--- config.mk ---
export PLATFORM = sky130hd
export DESIGN_NAME = seq_detector_param
export DESIGN_NICKNAME = d
export VERILOG_FILES = /design/src/rtl/seq_detector_param.sv
export SDC_FILE = /design/constraint.sdc
export NUM_CORES = 1
export LEC_CHECK = 0
export CAP_MARGIN = 20
export CORE_UTILIZATION = 45
export CTS_CLUSTER_DIAMETER = 150
export CTS_CLUSTER_SIZE = 16
export DETAILED_ROUTE_END_ITERATION = 10
export PLACE_DENSITY = 0.8
export SYNTH_ARGS = -nofsm -noshare
export SYNTH_HDL_FRONTEND = slang
export SYNTH_SLANG_ARGS = --single-unit
--- constraint.sdc ---
create_clock -name clk -period 3.9 [get_ports clk]
set_input_delay 1.17 -clock clk [delete_from_list [all_inputs] [get_ports clk]]
set_output_delay 1.17 -clock clk [all_outputs]
set_load 0.02 [all_outputs]
--- src/rtl/seq_detector_param.sv ---
// Parametrised Moore serial pattern detector.
// Matches a PAT_W-bit pattern (MSB received first) against a qualified
// serial stream, with runtime pattern reload, overlapping or restarting
// detection, a one-cycle registered match pulse and a saturating match counter.
module seq_detector_param #(
    parameter int               PAT_W   = 4,
    parameter logic [PAT_W-1:0] PATTERN = 4'b1010,
    parameter bit               OVERLAP = 1'b1,
    parameter int               CNT_W   = 8
) (
    input  logic             clk,
    input  logic             rst,
    input  logic             in_valid,
    input  logic             digit,
    input  logic             pat_load,
    input  logic [PAT_W-1:0] pat_in,
    input  logic             cnt_clr,
    output logic             y,
    output logic [CNT_W-1:0] match_count,
    output logic             cnt_sat
);

    localparam int               FILL_W   = $clog2(PAT_W + 1);
    localparam logic [FILL_W-1:0] FILL_MAX = FILL_W'(PAT_W);
    localparam logic [FILL_W-1:0] FILL_HIT = FILL_W'(PAT_W - 1);
    localparam logic [CNT_W-1:0]  CNT_MAX  = {CNT_W{1'b1}};

    typedef enum logic [1:0] {
        ST_FILL,
        ST_HUNT,
        ST_MATCH
    } state_t;

    state_t           st;
    state_t           st_next;
    logic [PAT_W-1:0] hist;
    logic [PAT_W-1:0] hist_next;
    logic [FILL_W-1:0] fill;
    logic [FILL_W-1:0] fill_next;
    logic [FILL_W-1:0] fill_inc;
    logic [PAT_W-1:0] pat;
    logic [PAT_W-1:0] pat_next;
    logic [CNT_W-1:0] count;
    logic [CNT_W-1:0] count_next;
    logic [PAT_W-1:0] shifted;
    logic             accept;
    logic             hit;

    // A pattern load in the same cycle swallows the incoming bit.
    assign accept   = in_valid & ~pat_load;
    assign shifted  = {hist[PAT_W-2:0], digit};
    assign fill_inc = (fill == FILL_MAX) ? FILL_MAX : fill + FILL_W'(1);
    assign hit      = accept && (fill >= FILL_HIT) && (shifted == pat);

    // Next-state logic for the FSM, history window, fill level, pattern and counter.
    always_comb begin
        st_next    = st;
        hist_next  = hist;
        fill_next  = fill;
        pat_next   = pat;
        count_next = count;

        if (pat_load) begin
            pat_next  = pat_in;
            fill_next = '0;
            st_next   = ST_FILL;
        end else if (accept) begin
            hist_next = shifted;
            if (hit) begin
                st_next   = ST_MATCH;
                fill_next = OVERLAP ? fill_inc : '0;
            end else begin
                fill_next = fill_inc;
                st_next   = (fill_inc == FILL_MAX) ? ST_HUNT : ST_FILL;
            end
        end else if (st == ST_MATCH) begin
            st_next = OVERLAP ? ST_HUNT : ST_FILL;
        end

        if (cnt_clr) begin
            count_next = hit ? CNT_W'(1) : '0;
        end else if (hit && (count != CNT_MAX)) begin
            count_next = count + CNT_W'(1);
        end
    end

    // State register; synchronous reset overrides load, clear and data.
    always_ff @(posedge clk) begin
        if (rst) begin
            st    <= ST_FILL;
            hist  <= '0;
            fill  <= '0;
            pat   <= PATTERN;
            count <= '0;
        end else begin
            st    <= st_next;
            hist  <= hist_next;
            fill  <= fill_next;
            pat   <= pat_next;
            count <= count_next;
        end
    end

    assign y           = (st == ST_MATCH);
    assign match_count = count;
    assign cnt_sat     = (count == CNT_MAX);

endmodule
* Word-level counts from Yosys, hierarchy flattened *
Index checks and enable logic that the tools add are counted.

operators by class
  eq/ne operators = 6
  mux-type cells = 8
  magnitude comparators = 1
  bitwise gates (word level) = 2
  $add $sub $neg = 2
  reduce and logical (&&, ||, !) cells = 7

operator list
  cell                   number
  $mux W8                2
  $add A8 B1 Y8 const B  1
  $eq A8 B8 Y1 const B   1
  $ne A8 B8 Y1 const B   1
  $eq A3 B3 Y1 const B   2
  $mux W2                3
  $eq A4 B4 Y1           1
  $reduce_bool A2 Y1     2
  $add A3 B1 Y3 const B  1
  $ge A3 B2 Y1 const B   1
  $logic_and A1 B1 Y1    3
  $mux W3                1
  $eq A2 B2 Y1 const B   1
  $mux W1                2
  $reduce_and A2 Y1      1
  $reduce_or A2 Y1       1
  $and A1 B1 Y1          1
  $not A1 Y1             1

word-level totals
  input bits = 10
  word-level logic and storage cells = 31
  output and inout bits = 10
  register bits after elaboration = 20

* Logic depth before layout (Yosys ltp) *
  word-level depth = 7
  depth in mapped cells = 7
  depth with buffers taken out = 7

* Least setup slack after synthesis *
Ideal clock, no wire load.

  kind = register to output
  start = reg count[0], in the netlist match_count[0]
  end = out cnt_sat
  cell stages (with the launch flop) = 5
  data required time = 2.730 ns
  data arrival time = 1.156 ns
  buffers on the path = 1
  slack = 1.574 ns
  path through = dfxtp_1 ha_1 and3_1 and3_1 buf_6

on the way
  word-level cells in the longest chain between the ends = 1

RTL lines
  what                    line  source
  start, declared         43    logic [CNT_W-1:0] count;
  start signal, assigned  100   count <= count_next;
  $eq A8 B8 Y1            106   assign cnt_sat = (count == CNT_MAX);
  end, declared           20    output logic cnt_sat

No other way between the ends.

* Worst setup path in the final report *
Same ends and word-level chain as after synthesis.

==> results.yml <==
run_status:
  outcome: "completed"
worst_setup_path:
  cp_slowest_cell: "sky130_fd_sc_hd__clkdlybuf4s50_1"
  worstSetupPathType: "reg2out"
  worstPathRequired_ns: 2.73
  timing.critical_path.slowest_cell_delay_ns: 0.68
  crit_buf_inv: 1
  worst_setup_path_start_kind: "flip-flop"
  crit-reg2reg-launch: "match_count[0]"
  end_kind: "primary output"
  worstPathCellList: "ha_1 > and3_1 > and3_1 > clkdlybuf4s50_1"
  maximum_fanout_along_the_worst_path: 7
  worst_path_most_repeated_cell: "sky130_fd_sc_hd__and3_1"
  startpoint: "match_count[0]"
  worst-endpoint-arrival_ns: 2.21
  critical-path-top-delay-family: "buffers and inverters"
global_routing:
  via_count_of_the_first_global_routing_pass: 714
  global_route.usage.total: 0.1541
  grt_overflow: 0
  initial_antenna_violation_count: 0
  largest_net_degree_at_the_start_of_global_routing: 14
  grt_pass1_wl_mm: 2.939
clocking:
  post_cts_hold_buffer_count: 0
  clock_insertion_delay_at_the_later_pin_of_the_skew_report_ns: 0.30
  cts.htree.levels: 1
  path_clk_slew_ns: 0.11
  number_of_instances_resized_during_post_cts_repair: 0
  ctsLongestPathBuffers: 2
  buffer_count_from_post_cts_setup_fixing: 0
  cts-buffers-inserted: 3
  clkSinkCount: 20
  clock_tree_from_tritoncts: "built"
  clock_tree_root: "sky130_fd_sc_hd__clkbuf_4"
logic_synthesis:
  synthMostInstantiatedCell: "sky130_fd_sc_hd__dfxtp_1"
  netlist_top_cells_area: "sky130_fd_sc_hd__dfxtp_1 38%, sky130_fd_sc_hd__mux2i_1 7.6%, sky130_fd_sc_hd__nor2_1 5.0%"
  synth-warning-count: 0
  number_of_instances_in_the_synthesized_netlist: 105
  post_synth_instance_area_mm2: 0.001052
  ys_dominant_reg_cell: "sky130_fd_sc_hd__dfxtp_1"
  area_share_of_the_leading_cell_type_in_the_synthesized_netlist: 0.3805
  synth_top_cell_by_area: "sky130_fd_sc_hd__dfxtp_1"
  ys_top_cells_by_count: "20 x sky130_fd_sc_hd__dfxtp_1, 14 x sky130_fd_sc_hd__nor2_1, 8 x sky130_fd_sc_hd__mux2i_1"
  synth_edf_count: 0
  ys_seq_area_frac: 0.3805
  synth_fp_nets: 119
  async_reset_ff_frac: 0
  yosys_cell_types: 37
  yosys_register_bits: 20
  postSynthAreaPerCell_um2: 10.02
placement:
  globalplace.congestion: 0.7325
  placement.setup.worst_slack_ns: 0.7322
  place.port_buffers: 19
  detailedPlacementHpwl_mm: 1.391
  post_dp_cell_area_mm2: 0.001242
route:
  avgViaCountPerCell: 5.172
  wirelength_mm: 1.787
  vias: 781
  number_of_violations_reported_at_the_end_of_detailed_routing_iteration_0: 7
  route.detailed.wl_per_inst_um: 11.83
  drt.antenna.violating_nets: 0
  detailed_router_iteration_count_before_antenna_repair: 4
  remaining_drc_errors: 0
timing:
  setup_total_negative_slack_ns: 0
  timing_hold_violations_final: 0
  setup_repair_after_global_routing_missed_its_margin: "false"
  min_period_ns: 3.379
  final.setup_skew_ns: 0.008308
  transition_time_at_the_pin_with_the_least_slew_margin_ns: 0.4498
  period_share: 0.8663
  setup_violations: 0
  achievable-frequency_ghz: 0.2960
  timing.final.max_slew_violations: 0
  max-slew-margin-rel: 0.6992
  finalWorstSetupSlack_ns: 0.5215
cells_and_area:
  syn2layout_area_growth_pct: 23.07
  antennaDiodeCount: 0
  fraction_of_layout_instances_using_a_drive_strength_above_1: 0.1138
  final_area_mm2: 0.001295
  final_nets: 138
floorplan:
  x_dimension_of_the_die_um: 50.36
  floorplan.die_area_mm2: 0.002536
  number_of_placement_rows: 17
  io_pins: 20
  design.core.area_mm2: 0.002212
  initial_core_util: 0.4757
  dieHeight_um: 50.36
run:
  maxCapViolations: 0
pwr:
  ir_worst_vdd_v: 0.0002197
  cellPowerDensity_mw_per_mm2: 319.4
  static-leakage-power_nw: 0.4813
worst_hold_path:
  source_of_the_worst_hold_timing_path: "match_count[6]"
  min-delay-path-class: "reg2reg"
-- cell usage in the layout (no fill, tap or decap), types with 3 or more instances in the layout --
cell type                         count
sky130_fd_sc_hd__dfxtp_1             20
sky130_fd_sc_hd__clkdlybuf4s50_1     19
sky130_fd_sc_hd__nor2_1              14
sky130_fd_sc_hd__mux2i_1              8
sky130_fd_sc_hd__xnor2_1              6
sky130_fd_sc_hd__inv_1                5
sky130_fd_sc_hd__nor2b_1              4
sky130_fd_sc_hd__ha_1                 4
sky130_fd_sc_hd__and3_1               3
sky130_fd_sc_hd__nor3_1               3
sky130_fd_sc_hd__a211o_1              3
sky130_fd_sc_hd__nand2_1              3
sky130_fd_sc_hd__clkbuf_4             3
-- layer usage --
layer	track usage	vias up	wire length, µm
met5	0	-	0
met4	0.05556	0	17
met3	0.05455	2	82
met2	0.2556	14	826
met1	0.1823	359	860
li1	-	406	-
-- worst paths after layout --
| kind | endpoint | slack, ns | cells after the start |
|---|---|---|---|
| max | cnt_sat | 0.52 | 4 |
| min | match_count[6] | 0.53 | 2 |
| max reg2reg | match_count[0] | 1.97 | 6 |
| min reg2reg | match_count[6] | 0.53 | 2 |
-- layout make-up --
class                      instances  area, µm²
fill                             189      917.1
multi-input combinational         75      598.1
sequential                        20      400.4
timing repair buffer              19      190.2
tap                               28      35.03
clock inverter                     1      30.03
clock buffer                       3      22.52
inverter                           5      18.77
-- flip-flops by register name (all words and copies together), names as in the netlist --
name and flops:
match_count 8, fill 3, hist 3, st 2, pat 4
-- tightest hold or removal path: cells and delay by family (launching register included) --
kind | cells | cell delay [ns]
AND/OR/NAND/NOR | 1 | 0.10
flip-flops | 1 | 0.34
AO/OA/AOI/OAI | 1 | 0.05
-- through the flow --
step | total power, mW | cells | utilization | hold slack [ns]
final | 0.4136 | 151 | 0.5854 | 0.5269
after global routing | 0.4316 | 151 | 0.5854 | 0.5775
after CTS | 0.4186 | 151 | 0.5854 | 0.5313
after detailed placement | 0.2558 | 147 | 0.5617 | 0.5203
after global placement | 0.2550 | 147 | 0.5617 | 0.5051
after floorplan | 0.2427 | 105 | - | 0.4817
-- logic make-up after synthesis --
family | after synthesis | synth area share
adders and majority gates | 4 | 0.04756
muxes | 8 | 0.07610
and+or+nand+nor | 42 | 0.2699
AOI/OAI and AO/OA | 13 | 0.09395
buffers and inverters | 10 | 0.05112
DFF | 20 | 0.3805
xor gates and xnor gates | 8 | 0.08085
-- report_power, final --
part / total, mW / switching (mW) / internal, mW
registers: 0.213 / 0.00421 / 0.209
clock network: 0.163 / 0.0589 / 0.104
logic: 0.0379 / 0.0180 / 0.0199
No activity file was read; power rests on OpenSTA's default activity.
